## config.mk

```make
export PLATFORM = sky130hd
export DESIGN_NAME = fifo_uart_tx
export DESIGN_NICKNAME = d
export VERILOG_FILES = /design/src/rtl/fifo_uart_pkg.sv /design/src/rtl/fifo_uart_tx_baud_counter.sv /design/src/rtl/fifo_uart_tx.sv
export SDC_FILE = /design/constraint.sdc
export NUM_CORES = 1
export LEC_CHECK = 0
export CAP_MARGIN = 5
export CORE_MARGIN = 1.5
export CORE_UTILIZATION = 40
export CTS_BUF_LIST = sky130_fd_sc_hd__clkbuf_8
export CTS_CLUSTER_DIAMETER = 200
export DETAILED_ROUTE_END_ITERATION = 7
export PLACE_DENSITY = 0.65
export SYNTH_ARGS = -nofsm -noshare
export SYNTH_HDL_FRONTEND = slang
export SYNTH_SLANG_ARGS = --single-unit
```

## constraint.sdc

```tcl
create_clock -name clk -period 3.25 [get_ports clk]
set_input_delay 0.65 -clock clk [delete_from_list [all_inputs] [get_ports clk]]
set_output_delay 0.65 -clock clk [all_outputs]
set_load 0.005 [all_outputs]
```

## src/rtl/fifo_uart_pkg.sv

```systemverilog
// Shared definitions for the FIFO-draining UART transmitter.
// The PARITY state is always part of the enum; whether it is reachable is
// decided by FIFO_UART_TX_PARITY_EN in fifo_uart_tx.
package fifo_uart_pkg;

    localparam int   DATA_BITS  = 8;
    localparam logic IDLE_LEVEL = 1'b1;

    typedef enum logic [2:0] {
        ST_IDLE   = 3'd0,
        ST_FETCH  = 3'd1,
        ST_START  = 3'd2,
        ST_DATA   = 3'd3,
        ST_PARITY = 3'd4,
        ST_STOP   = 3'd5
    } state_t;

endpackage

```

## src/rtl/fifo_uart_tx_baud_counter.sv

```systemverilog
// Modulo-CLKS_PER_BIT counter.
// Counts 0..CLKS_PER_BIT-1 and pulses tick on the terminal count.
// A synchronous clear restarts the count at 0.
module baud_counter #(
    parameter int CLKS_PER_BIT = 16
) (
    input  logic clk,
    input  logic reset,
    input  logic clear,
    output logic tick
);

    localparam int W = (CLKS_PER_BIT > 1) ? $clog2(CLKS_PER_BIT) : 1;
    localparam logic [W-1:0] LAST = W'(CLKS_PER_BIT - 1);

    logic [W-1:0] count;

    // count up, wrap on terminal count, restart on reset or clear
    always_ff @(posedge clk) begin
        if (reset || clear) begin
            count <= '0;
        end else if (count == LAST) begin
            count <= '0;
        end else begin
            count <= count + W'(1);
        end
    end

    assign tick = (count == LAST);

endmodule

```

## src/rtl/fifo_uart_tx.sv

```systemverilog
// Read-side drain stage: pops bytes from the shared FIFO port and sends
// each one as a UART frame on tx, LSB first.
// Build option FIFO_UART_TX_PARITY_EN: adds an even-parity bit (8E1);
// without it the frame is 8N1.
//
// state  | meaning
// IDLE   | line idle, waiting for tx_enable and a non-empty FIFO
// FETCH  | one-cycle pop, byte captured at the closing edge
// START  | start bit (low)
// DATA   | eight data bits, LSB first
// PARITY | even parity bit (only with FIFO_UART_TX_PARITY_EN)
// STOP   | stop bit (high); may chain straight into the next FETCH
module fifo_uart_tx
    import fifo_uart_pkg::*;
#(
    parameter int CLKS_PER_BIT = 16
) (
    input  logic                 clk,
    input  logic                 reset,
    input  logic                 tx_enable,
    input  logic                 fifo_empty,
    input  logic [DATA_BITS-1:0] fifo_io,
    output logic                 fifo_en,
    output logic                 fifo_rw,
    output logic                 tx,
    output logic                 busy
);

    localparam logic [2:0] LAST_BIT = 3'(DATA_BITS - 1);

    state_t               state;
    state_t               state_next;
    logic                 baud_tick;
    logic                 baud_clear;
    logic [2:0]           bit_idx;
    logic [DATA_BITS-1:0] shift;
    logic                 start_ok;

`ifdef FIFO_UART_TX_PARITY_EN
    logic                 parity_bit;
`endif

    assign start_ok   = tx_enable && !fifo_empty;
    assign baud_clear = (state_next != state);

    baud_counter #(
        .CLKS_PER_BIT(CLKS_PER_BIT)
    ) u_baud (
        .clk  (clk),
        .reset(reset),
        .clear(baud_clear),
        .tick (baud_tick)
    );

    // state register
    always_ff @(posedge clk) begin
        if (reset) begin
            state <= ST_IDLE;
        end else begin
            state <= state_next;
        end
    end

    // next-state decode
    always_comb begin
        state_next = state;
        case (state)
            ST_IDLE: begin
                if (start_ok) state_next = ST_FETCH;
            end
            ST_FETCH: begin
                state_next = ST_START;
            end
            ST_START: begin
                if (baud_tick) state_next = ST_DATA;
            end
            ST_DATA: begin
                if (baud_tick && (bit_idx == LAST_BIT)) begin
`ifdef FIFO_UART_TX_PARITY_EN
                    state_next = ST_PARITY;
`else
                    state_next = ST_STOP;
`endif
                end
            end
`ifdef FIFO_UART_TX_PARITY_EN
            ST_PARITY: begin
                if (baud_tick) state_next = ST_STOP;
            end
`endif
            ST_STOP: begin
                if (baud_tick) state_next = start_ok ? ST_FETCH : ST_IDLE;
            end
            default: state_next = ST_IDLE;
        endcase
    end

    // byte capture on the pop cycle, shift and bit count per data bit
    always_ff @(posedge clk) begin
        if (reset) begin
            shift   <= '0;
            bit_idx <= '0;
        end else if (state == ST_FETCH) begin
            shift   <= fifo_io;
            bit_idx <= '0;
        end else if ((state == ST_DATA) && baud_tick) begin
            shift   <= shift >> 1;
            bit_idx <= bit_idx + 3'd1;
        end
    end

`ifdef FIFO_UART_TX_PARITY_EN
    // parity taken from the byte as popped, since the shifter drains to zero
    always_ff @(posedge clk) begin
        if (reset) begin
            parity_bit <= 1'b0;
        end else if (state == ST_FETCH) begin
            parity_bit <= ^fifo_io;
        end
    end
`endif

    // Moore output decode from the registered state
    always_comb begin
        fifo_en = 1'b0;
        tx      = IDLE_LEVEL;
        busy    = 1'b1;
        case (state)
            ST_IDLE:   busy    = 1'b0;
            ST_FETCH:  fifo_en = 1'b1;
            ST_START:  tx      = ~IDLE_LEVEL;
            ST_DATA:   tx      = shift[0];
`ifdef FIFO_UART_TX_PARITY_EN
            ST_PARITY: tx      = parity_bit;
`endif
            default:   tx      = IDLE_LEVEL;
        endcase
    end

    assign fifo_rw = 1'b0;

endmodule

```

# Yosys cells after proc, flatten, opt, wreduce, memory -nomap -nowiden
# Index checks and enable logic that the tools add are counted.
totals:
  register_bits: 18
  input_bits: 12
  out_inout_bits: 4
  word_cells: 33
classes:
  add_sub_neg: 2
  eq_ne: 7
  mux: 11
  reduce_logical: 9
op_table:
  columns: ["cell", "n"]
  rows:
  - ["2-to-1 mux 8 bit", 2]
  - ["case mux 3 bit (5 select lines)", 1]
  - ["2-to-1 mux 3 bit", 4]
  - ["equality test 3 x 2 -> 1 bit, second input constant", 2]
  - ["equality test 3 bit, second input constant", 2]
  - ["adder 4 x 1 -> 4 bit, second input constant", 1]
  - ["equality test 4 bit, second input constant", 1]
  - ["OR reduction 2 bit", 2]
  - ["adder 3 x 1 -> 3 bit, second input constant", 1]
  - ["equality test 3 x 1 -> 1 bit, second input constant", 1]
  - ["logical AND 1 bit", 3]
  - ["logical NOT 3 bit", 1]
  - ["2-to-1 mux 1 bit", 3]
  - ["!= test 3 bit", 1]
  - ["case mux 1 bit (2 select lines)", 1]
  - ["nonzero test 2 bit", 1]
  - ["logical NOT 1 bit", 1]
  - ["logical OR 1 bit", 1]

# Longest topological paths before layout
depth:
  ltp_word: 8
  ltp_mapped: 5
  mapped_depth_nobuf: 4

# By module
# Synthesis repeated with hierarchy kept, for this count alone.
hier_totals:
  cells_unflattened: 97
  hier_area_um2: 927.1
by_module_without_submodules:
  columns: ["module", "instances", "cells_each", "area_each_um2", "seq_area_each_um2"]
  rows:
  - ["fifo_uart_tx", 1, 81, 769.5, 280.3]
  - ["baud_counter", 1, 16, 157.7, 80.1]

# Worst setup path before layout
# Ideal clock, no wire load.
synth_timing:
  path_type: "register -> output"
  start: "register state[2]"
  end: "output fifo_en"
  arrival_ps: 873
  required_time_ps: 2600
  setup_slack_ps: 1727
  path_stages_with_launch: 3
  path_buffers: 0
  path_cell_list: "dfxtp_1 or3b_4 inv_1"
synth_via:
  elab_chain_len: 2
synth_rtl:
  columns: ["element", "line_no", "rtl"]
  rows:
  - ["start: declaration", "fifo_uart_tx.sv:31", "state_t state;"]
  - ["start signal: assignment", "fifo_uart_tx.sv:60", "state <= state_next;"]
  - ["equality test 3 x 1 -> 1 bit", "fifo_uart_tx.sv:128", "case (state)"]
  - ["2-to-1 mux 1 bit", "fifo_uart_tx.sv:128", null]
  - ["end: declaration", "fifo_uart_tx.sv:23", "output logic fifo_en,"]
# No other way between the ends.

# Worst setup path after layout
layout_timing:
  start: "register state[0]"
  end: "output fifo_en"
# Same word-level chain as after synthesis.

==> impl_metrics.tcl <==
set metrics [dict create \
    final_max_slew_viol_count 0 \
    dr.max_layer_used "met4" \
    hold_path_end "u_baud.count[0]$_SDFF_PP0_" \
    finalSetupViolCount 0 \
    cap_violations 0 \
    synth.distinct_cells 33 \
    clockBufferDepth 2 \
    rsz0062_at_grt "false" \
    clk_pin_slew_worst_paths_ps 60 \
    drtIter0Drc 10 \
    antenna_found_initial 0 \
    cp.required_ps 2600 \
    hold_ws_ps 455.6 \
    die_h_um 50.72 \
    post_cts_buffers 0 \
    max_stage_delay_ps 530 \
    drcViolationCount 0 \
    syn_nets 118 \
    crit_type "reg -> out" \
    drt_wl_total_um 1785 \
    period_share_pct 81.78 \
    drtPass1Iterations 4 \
    grt_max_degree 15 \
    die_x_um 50.72 \
    critPathArrivalTime_ps 2010 \
    avgViaCountPerCell 5.640 \
    track_usage_pct 15.75 \
    fillerInstances 225 \
    wl_met1_um 893 \
    synth.largest_area_cell "dfxtp_1" \
    cts_buffers 3 \
    drive_gt1_share_pct 4.505 \
    cts_sinks 18 \
    antennaDiodeCount 0 \
    period_needed_ps 2658 \
    ys_warn_count 0 \
    finalHoldViolations 0 \
    hold_path.class "reg -> reg" \
    synthTopCellsByArea "dfxtp_1 (40%), a21oi_1 (4.9%), nand3_1 (4.4%), ha_1 (4.1%), o211ai_1 (4.1%)" \
    postLayoutCellArea_um2 1061 \
    gp_congestion 0.7643 \
    power_density_nw_per_um2 431.0 \
    grt.overflow.total 0 \
    synth_common_cells "dfxtp_1 (18), a21oi_1 (9), nand3_1 (8)" \
    htree_levels 1 \
    start_util_pct 41.58 \
    endpoint_kind "output pin" \
    hold_path_depth 1 \
    ff2ff_path_depth 4 \
    met3_length_um 80 \
    synth.most_common_cell "dfxtp_1" \
    max_freq_mhz 376.3 \
    skew_ps 5.230 \
    cp_slowest_cell "dfxtp_1" \
    final.setup.tns_ps 0 \
    synthCells 103 \
    hold_buffers 0 \
    avgRoutedWirePerCell_um 12.84 \
    power.static_leakage_nw 0.3704 \
    dr_wl_met2_um 800 \
    syn_area_um2 910.9 \
    start_kind "flip-flop" \
    cts_resized 0 \
    grt_pass1_wl_um 3105 \
    seq_area_frac_synth_pct 39.56 \
    die-area_um2 2573 \
    root_buffer "clkbuf_8" \
    synth_async_sr_flop_share_pct 0 \
    rows 17 \
    cp_max_fo 13 \
    hpwl_um 1287 \
    hold_path_startpoint "u_baud.count[0]$_SDFF_PP0_" \
    ir_worst_vdd_mv 0.3703 \
    synth_largest_type_area_fraction_pct 39.56 \
    synth_seq_cells 18 \
    final_antenna_net_count 0 \
    crit_chain "or3b_4 > inv_1 > clkdlybuf4s50_1" \
    io_pins 16 \
    fin_nets 128 \
    avgSynthCellArea_um2 8.843 \
    core-area_um2 2191 \
    cts_tree "yes" \
    placed_area_um2 1020 \
    syn_to_final_growth_pct 16.48 \
    via_count 784 \
    synth-edff-count 0 \
    synthFlopType "dfxtp_1" \
    status "completed" \
    r2r_end "bit_idx[0]$_SDFFE_PP0P_" \
    r2r_slack_ps 1620 \
    clk_latency_ps 250 \
    io_buffers 14 \
    grt_pass1_vias 689 \
    reg2reg_from "u_baud.count[0]$_SDFF_PP0_" \
]
report_power, final:
| part | switching (mW) | leakage (nW) | internal [mW] |
|---|---|---|---|
| clock | 0.0683 | 0.0216 | 0.0822 |
| combinational | 0.0271 | 0.202 | 0.0362 |
| sequential | 0.0109 | 0.146 | 0.233 |
cell usage in the layout, fill, tap and decap left out, types with 3 or more instances in the layout:
| cell | n |
|---|---|
| dfxtp_1 | 18 |
| clkdlybuf4s50_1 | 14 |
| a21oi_1 | 9 |
| nand3_1 | 8 |
| o21ai_0 | 7 |
| nor3_1 | 5 |
| o211ai_1 | 5 |
| nor2_1 | 5 |
| inv_1 | 4 |
| a32oi_1 | 4 |
| nand2_1 | 3 |
| a311oi_1 | 3 |
| ha_1 | 3 |
| clkbuf_8 | 3 |
how the worst max path moves through the flow:
stage                        start       to  slack (ps)  cells past startpoint
2_1_floorplan  state[2]$_SDFF_PP0_  fifo_en        1730                      2
3_5_place_dp   state[0]$_SDFF_PP0_  fifo_en         870                      3
5_1_grt        state[0]$_SDFF_PP0_  fifo_en         470                      3
3_3_place_gp   state[0]$_SDFF_PP0_  fifo_en         900                      3
6_report       state[0]$_SDFF_PP0_  fifo_en         590                      3
4_1_cts        state[0]$_SDFF_PP0_  fifo_en         590                      3
critical path, delay by kind of cell, from the launching register on:
kind / cells / cell delay (ps)
buf+inv: 2 / 710
flops: 1 / 530
simple gates: 1 / 510
registers in the layout, summed over array words and instances (netlist names):
| name | count |
|---|---|
| shift | 8 |
| u_baud.count | 4 |
| bit_idx | 3 |
| state | 3 |
per-layer routing:
layer,up-vias,track usage (%)
li1,399,-
met1,371,21.32
met2,12,24.12
met3,2,5.952
met4,0,2.703
met5,-,0
through the flow:
stage	setup WS, ps	std cells	util, %	total power [mW]
5_1_grt	465.5	139	48.43	0.4850
2_1_floorplan	1727	103	-	0.2892
4_1_cts	590.6	139	48.43	0.4621
6_report	592.2	139	48.43	0.4573
3_3_place_gp	896.3	136	46.54	0.3099
3_5_place_dp	872.0	136	46.54	0.3120
kinds of logic (layout without fill, tap and decap cells):
kind of cell / count (synthesis) / after routing / synth area share (%)
compound gates: 32 / 32 / 23.63
fa+ha+maj: 3 / 3 / 4.121
simple gates: 34 / 34 / 21.43
buf+inv: 13 / 21 / 8.928
xor+xnor: 2 / 2 / 1.923
other cells: 1 / 1 / 0.4117
flops: 18 / 18 / 39.56
area by class of cell:
| type | count | area [um^2] | area share, % |
|---|---|---|---|
| tap | 28 | 35.03 | 3.302 |
| clock buffer | 3 | 41.29 | 3.892 |
| multi-input combinational | 72 | 469.2 | 44.22 |
| inverter | 4 | 15.01 | 1.415 |
| sequential | 18 | 360.3 | 33.96 |
| timing repair buffer | 14 | 140.1 | 13.21 |
Note: power is estimated with default switching activity, not from simulation.
